**config.mk**
```make
export PLATFORM = sky130hd
export DESIGN_NAME = inst_buffer
export DESIGN_NICKNAME = d
export VERILOG_FILES = /design/src/rtl/inst_buffer_pkg.sv /design/src/rtl/inst_buffer_ram.sv /design/src/rtl/inst_buffer.sv
export SDC_FILE = /design/constraint.sdc
export NUM_CORES = 2
export LEC_CHECK = 0
export BUFFER_PORTS_ARGS = -buffer_cell sky130_fd_sc_hd__buf_2
export CAP_MARGIN = 10
export CELL_PAD_IN_SITES_DETAIL_PLACEMENT = 0
export CELL_PAD_IN_SITES_GLOBAL_PLACEMENT = 2
export CORE_MARGIN = 2
export CORE_UTILIZATION = 45
export DETAILED_ROUTE_END_ITERATION = 12
export PLACE_DENSITY_LB_ADDON = 0.25
export SYNTH_ARGS = -nofsm -noshare
export SYNTH_HDL_FRONTEND = slang
export SYNTH_SLANG_ARGS = --single-unit
```
**constraint.sdc**
```tcl
create_clock -name clk -period 8.4 [get_ports clk]
set_input_delay 1.68 -clock clk [delete_from_list [all_inputs] [get_ports clk]]
set_output_delay 1.68 -clock clk [all_outputs]
set_load 0.02 [all_outputs]
```
**src/rtl/inst_buffer_pkg.sv**
```systemverilog
// Shared constants and types for the instruction buffer between fetch and decode.
// The issue-mode encodings match the decode stage's issue input.
package inst_buffer_pkg;

    localparam int InstBufDepth  = 16;
    localparam int InstBufPtrBus = 4;

    localparam logic DualIssue   = 1'b1;
    localparam logic SingleIssue = 1'b0;

    typedef struct packed {
        logic [31:0] inst;
        logic [31:0] pc;
    } ib_entry_t;

endpackage

```
**src/rtl/inst_buffer_ram.sv**
```systemverilog
// Instruction buffer storage: DEPTH x {inst, pc}.
// It has two synchronous write ports and two asynchronous read ports.
// The top never drives both write ports to the same address in one cycle.
module inst_buffer_ram
    import inst_buffer_pkg::*;
#(
    parameter int DEPTH = InstBufDepth,
    parameter int PTR_W = InstBufPtrBus
) (
    input  logic             clk,
    input  logic             i_we_a,
    input  logic [PTR_W-1:0] i_waddr_a,
    input  ib_entry_t        i_wdata_a,
    input  logic             i_we_b,
    input  logic [PTR_W-1:0] i_waddr_b,
    input  ib_entry_t        i_wdata_b,
    input  logic [PTR_W-1:0] i_raddr_a,
    input  logic [PTR_W-1:0] i_raddr_b,
    output ib_entry_t        o_rdata_a,
    output ib_entry_t        o_rdata_b
);

    ib_entry_t r_mem [DEPTH];

    // Write both fetch slots; contents are don't-care out of reset, so there is no reset here.
    always_ff @(posedge clk) begin
        if (i_we_a) r_mem[i_waddr_a] <= i_wdata_a;
        if (i_we_b) r_mem[i_waddr_b] <= i_wdata_b;
    end

    assign o_rdata_a = r_mem[i_raddr_a];
    assign o_rdata_b = r_mem[i_raddr_b];

endmodule

```
**src/rtl/inst_buffer.sv**
```systemverilog
// Dual-issue instruction queue between fetch and decode.
// Fetch pushes 0-2 entries per cycle, and decode pops 0-2 entries per cycle.
// flush_i discards all entries.
// Optional build macro INST_BUFFER_PERF_EN adds two saturating performance counters:
// one counts full cycles and one counts dual-pop cycles.
module inst_buffer
    import inst_buffer_pkg::*;
#(
    parameter int DEPTH = InstBufDepth,
    parameter int PTR_W = InstBufPtrBus
) (
    input  logic             clk,
    input  logic             rst,
    input  logic             flush_i,
    input  logic             we1_i,
    input  logic             we2_i,
    input  logic [31:0]      inst1_i,
    input  logic [31:0]      inst2_i,
    input  logic [31:0]      pc1_i,
    input  logic [31:0]      pc2_i,
    input  logic             issue_en_i,
    input  logic             issue_mode_i,
    output logic [31:0]      inst1_o,
    output logic [31:0]      inst2_o,
    output logic [31:0]      pc1_o,
    output logic [31:0]      pc2_o,
    output logic             valid1_o,
    output logic             valid2_o,
    output logic             full_o,
`ifdef INST_BUFFER_PERF_EN
    output logic [31:0]      perf_full_cycles_o,
    output logic [31:0]      perf_dual_issue_o,
`endif
    output logic [PTR_W:0]   count_o
);

    logic [PTR_W-1:0] r_head;
    logic [PTR_W-1:0] r_tail;
    logic [PTR_W:0]   r_count;

    logic             w_full;
    logic [1:0]       w_push;
    logic [1:0]       w_pop;
    ib_entry_t        w_rd1;
    ib_entry_t        w_rd2;

    // Full means fewer than two free slots, so a dual push can never overflow.
    assign w_full = (r_count > (PTR_W+1)'(DEPTH - 2));

    // Push and pop amounts for this cycle.
    // A lone we2_i is illegal and is treated as no push.
    always_comb begin
        w_push = 2'd0;
        if (!w_full && we1_i) w_push = we2_i ? 2'd2 : 2'd1;

        w_pop = 2'd0;
        if (issue_en_i && (r_count != '0)) begin
            if ((issue_mode_i == DualIssue) && (r_count > (PTR_W+1)'(1))) w_pop = 2'd2;
            else                                                       w_pop = 2'd1;
        end
    end

    inst_buffer_ram #(
        .DEPTH (DEPTH),
        .PTR_W (PTR_W)
    ) u_ram (
        .clk       (clk),
        .i_we_a    (!flush_i && (w_push != 2'd0)),
        .i_waddr_a (r_tail),
        .i_wdata_a ('{inst: inst1_i, pc: pc1_i}),
        .i_we_b    (!flush_i && (w_push == 2'd2)),
        .i_waddr_b (r_tail + PTR_W'(1)),
        .i_wdata_b ('{inst: inst2_i, pc: pc2_i}),
        .i_raddr_a (r_head),
        .i_raddr_b (r_head + PTR_W'(1)),
        .o_rdata_a (w_rd1),
        .o_rdata_b (w_rd2)
    );

    // Pointer and occupancy update; flush overrides any push or pop in the same cycle.
    always_ff @(posedge clk or negedge rst) begin
        if (!rst) begin
            r_head  <= '0;
            r_tail  <= '0;
            r_count <= '0;
        end else if (flush_i) begin
            r_head  <= '0;
            r_tail  <= '0;
            r_count <= '0;
        end else begin
            r_head  <= r_head + PTR_W'(w_pop);
            r_tail  <= r_tail + PTR_W'(w_push);
            r_count <= r_count + (PTR_W+1)'(w_push) - (PTR_W+1)'(w_pop);
        end
    end

    assign valid1_o = (r_count != '0);
    assign valid2_o = (r_count > (PTR_W+1)'(1));
    assign full_o   = w_full;
    assign count_o  = r_count;

    assign inst1_o  = valid1_o ? w_rd1.inst : 32'd0;
    assign pc1_o    = valid1_o ? w_rd1.pc   : 32'd0;
    assign inst2_o  = valid2_o ? w_rd2.inst : 32'd0;
    assign pc2_o    = valid2_o ? w_rd2.pc   : 32'd0;

`ifdef INST_BUFFER_PERF_EN
    logic [31:0] r_perf_full;
    logic [31:0] r_perf_dual;

    // Saturating performance counters; only reset clears them, flush does not.
    // A flushed cycle pops nothing, so it does not count as a dual issue.
    always_ff @(posedge clk or negedge rst) begin
        if (!rst) begin
            r_perf_full <= '0;
            r_perf_dual <= '0;
        end else begin
            if (w_full && (r_perf_full != 32'hFFFF_FFFF))
                r_perf_full <= r_perf_full + 32'd1;
            if (!flush_i && (w_pop == 2'd2) && (r_perf_dual != 32'hFFFF_FFFF))
                r_perf_dual <= r_perf_dual + 32'd1;
        end
    end

    assign perf_full_cycles_o = r_perf_full;
    assign perf_dual_issue_o  = r_perf_dual;
`endif

endmodule

```
==> flow_summary_export.csv <==
group,metric,value,unit
run_status,outcome,"finished, final reports clean",
sta,fin_skew,0.02529,ns
final_layout,mostFrequentLayoutCell,"edfxtp_1",
sta,slew_viol_final,0,
route,drt_pass1_iterations,7,
hold_path,worstHoldEndpoint,"r_tail[3]",
final_layout,final_cells,5551,
floorplan,start_util,0.4518,
hold_path,hold_path.class,"reg -> reg",
clocking,cts.repair.resized,0,
power,powerDensity,283.7,nW/um^2
final_layout,mostFrequentLayoutCells,"edfxtp_1 (1024), mux2_2 (833), mux4_2 (512)",
logic_synthesis,ys_seq_elements,1037,
sta,layout_min_cycle_time,6.672,ns
global_route,grt_util_met2,0.4877,
worst_setup_path,ff2ff_path_depth,7,
worst_setup_path,cp.required,6.72,ns
final_layout,fin_nets,3813,
final_layout,synthToLayoutAreaGrowth,10.38,%
floorplan,ios,271,
worst_setup_path,r2r-end,"u_ram.r_mem[2][20]",
power,leakage,21.27,nW
global_route,globalRouteMet3Util,0.05861,
power,vdd_drop_max,0.0003761,V
floorplan,die_area,138600,um^2
power,p_sw,7.006,mW
global_route,grt_start_max_net_pins,151,
logic_synthesis,synth_ff_type,"edfxtp_1",
clocking,cts_tree,"built",
worst_setup_path,path_max_fanout,55,
placed_design,port_buffers,270,
global_route,busiest_layer,"met2",
floorplan,die_h,372.3,um
worst_setup_path,timing.rr.start,"count_o[4]",
floorplan,core_region_area,135100,um^2
global_route,grt_antenna_before_repair,41,
hold_path,min_from,"r_tail[3]",
global_route,gr-total-overflow,0,
sta,fin_tns_setup,0,ns
route,vias_per_cell,6.963,
sta,max_clock_freq,0.1499,GHz
logic_synthesis,ys_types,52,
worst_setup_path,cp_data_arrival_time,4.99,ns
worst_setup_path,rrSetupSlack,3.90,ns
clocking,cts_setup_buffers,0,
logic_synthesis,synth.avg_cell_area,16.91,um^2
sta,rsz0062_at_grt,"false",
worst_setup_path,path_class,"reg -> out",
logic_synthesis,synth_edf_count,1024,
sta,hold_ws,0.7197,ns
floorplan,chipWidth,372.3,um
logic_synthesis,syn_nets,3763,
global_route,grt_util_all_layers,0.2985,
global_route,grt_pass1_vias,40160,
power,swShare,0.3664,
flow_run,cap_viol_max_count,0,
route,drt-total-wl,208400,um
global_route,grt_pass1_wl,294600,um
route,first_iter_violations,4389,
logic_synthesis,seq_area_frac_synth,0.5090,
route,postRouteAntennaNets,0,
clocking,clock_latency,0.78,ns
sta,hold_viol,0,
floorplan,rows,135,
sta,relSlewSlack,0.07583,
power,combinationalPowerShare,0.426,
sta,tightest_slew,1.383,ns
power,intPower,12.11,mW
hold_path,min_path_cells,2,
logic_synthesis,async_flop_share,0.01254,
power,seq_power_share,0.313,
placed_design,dpl_worst_slack,2.488,ns
power,total_power,19.12,mW
sta,layout_worst_path_cycle_share,0.7942,
clocking,clkSinkCount,1037,
clocking,clockRootBuffer,"clkbuf_16",
route,drcViolationCount,0,
route,wl_per_cell,37.55,um
clocking,clk_pin_slew,0.06,ns
worst_setup_path,end_kind,"output port",
logic_synthesis,syn_area,61060,um^2
logic_synthesis,synthCells,3610,
placed_design,dpl.hpwl,111000,um
clocking,htree_levels,3,
power,clkPwrFrac,0.262,
worst_setup_path,startpoint_type,"flop",
placed_design,gp_congestion,0.7862,
route,num_vias,38650,
placed_design,dpl.cell_count,5319,
global_route,gr-usage-met1,0.3933,
clocking,numCtsBuffers,120,
clocking,cts_hold_buf,0,
sta,worst_slack,1.728,ns
clocking,cts_buffer_depth,3,
logic_synthesis,synth-warning-count,0,
final_layout,layout-drive-gt1-share,0.5569,
sta,final-setup-viol-count,0,
## registers in the layout, summed over array words and instances (netlist names)
| signal | flops |
|---|---|
| r_tail | 4 |
| r_head | 4 |
| count_o | 5 |
| u_ram.r_mem | 1024 |
## power groups by stage
| stage | clock network, mW | registers (mW) | logic (mW) |
|---|---|---|---|
| after global routing | 5.25 | 5.99 | 8.55 |
| final | 5.00 | 5.98 | 8.14 |
| after detailed placement | 0 | 6.08 | 8.13 |
| after global placement | 0 | 6.07 | 8.07 |
| after CTS | 5.05 | 5.98 | 8.18 |
| after floorplan | 0 | 6.00 | 5.66 |
## worst max path at each step
| stage | startpoint | end |
|---|---|---|
| detailed placement | r_head[0] | inst2_o[27] |
| finish | r_head[0] | inst2_o[27] |
| floorplan | flush_i | u_ram.r_mem[14][0] |
| global route | r_head[0] | inst2_o[27] |
| global placement | r_head[0] | inst2_o[19] |
| CTS | r_head[0] | inst2_o[27] |
## metrics by stage
step,util,cell area (um^2)
after floorplan,-,61060
after global placement,0.4711,63660
after detailed placement,0.4712,63680
after CTS,0.4985,67360
after global routing,0.4987,67380
final,0.4987,67390
## metal layers
| layer | up-vias | wire length, um |
|---|---|---|
| met4 | 28 | 7751 |
| met3 | 501 | 18900 |
| met2 | 2334 | 101400 |
| met1 | 20640 | 80230 |
| li1 | 15140 | - |
| met5 | - | 181 |
## synthesized netlist by cell type, types with 20 or more instances
cell         n  share of area
a21oi_1     74         0.0061
a22oi_1    177          0.022
a31oi_1     49         0.0050
buf_1       75         0.0046
buf_2      197          0.016
buf_6       20         0.0037
clkbuf_1   115         0.0071
edfxtp_1  1024           0.50
mux2_2     833           0.15
mux2_4     180          0.044
mux4_2     512           0.19
nand2_1     35         0.0022
o21ai_0    130          0.011
## logic make-up (layout without fill, tap and decap cells)
kind of cell | Yosys count | count (layout) | synth area share
multiplexers | 1536 | 1536 | 0.3888
buffers and inverters | 442 | 590 | 0.03853
AO/OA/AOI/OAI | 469 | 469 | 0.04871
other | 0 | 12 | 0
adder cells (fa/ha/maj) | 18 | 18 | 0.004181
AND/OR/NAND/NOR | 102 | 102 | 0.009980
flip-flops | 1037 | 1037 | 0.5090
XOR/XNOR | 6 | 6 | 0.0008607
## critical path, cell delays in order (launching register included)
cell,delay (ns)
dfrtp_4,1.03
nand3b_1,0.35
a21oi_4,1.15
buf_12,0.43
o21ai_0,0.16
a31oi_1,0.74
buf_2,0.30
## cell type report
type                    instances  area, um^2
fillers                     11320       67740
flip-flops and latches       1037       31080
multi-input cells            2131       28020
clock buffers                 159        3211
repair buffers                354        2290
well taps                    1781        2228
clock inverters                61       476.7
inverters                      16       60.06
diodes                         12       30.03
No activity file was read; power rests on OpenSTA's default activity.
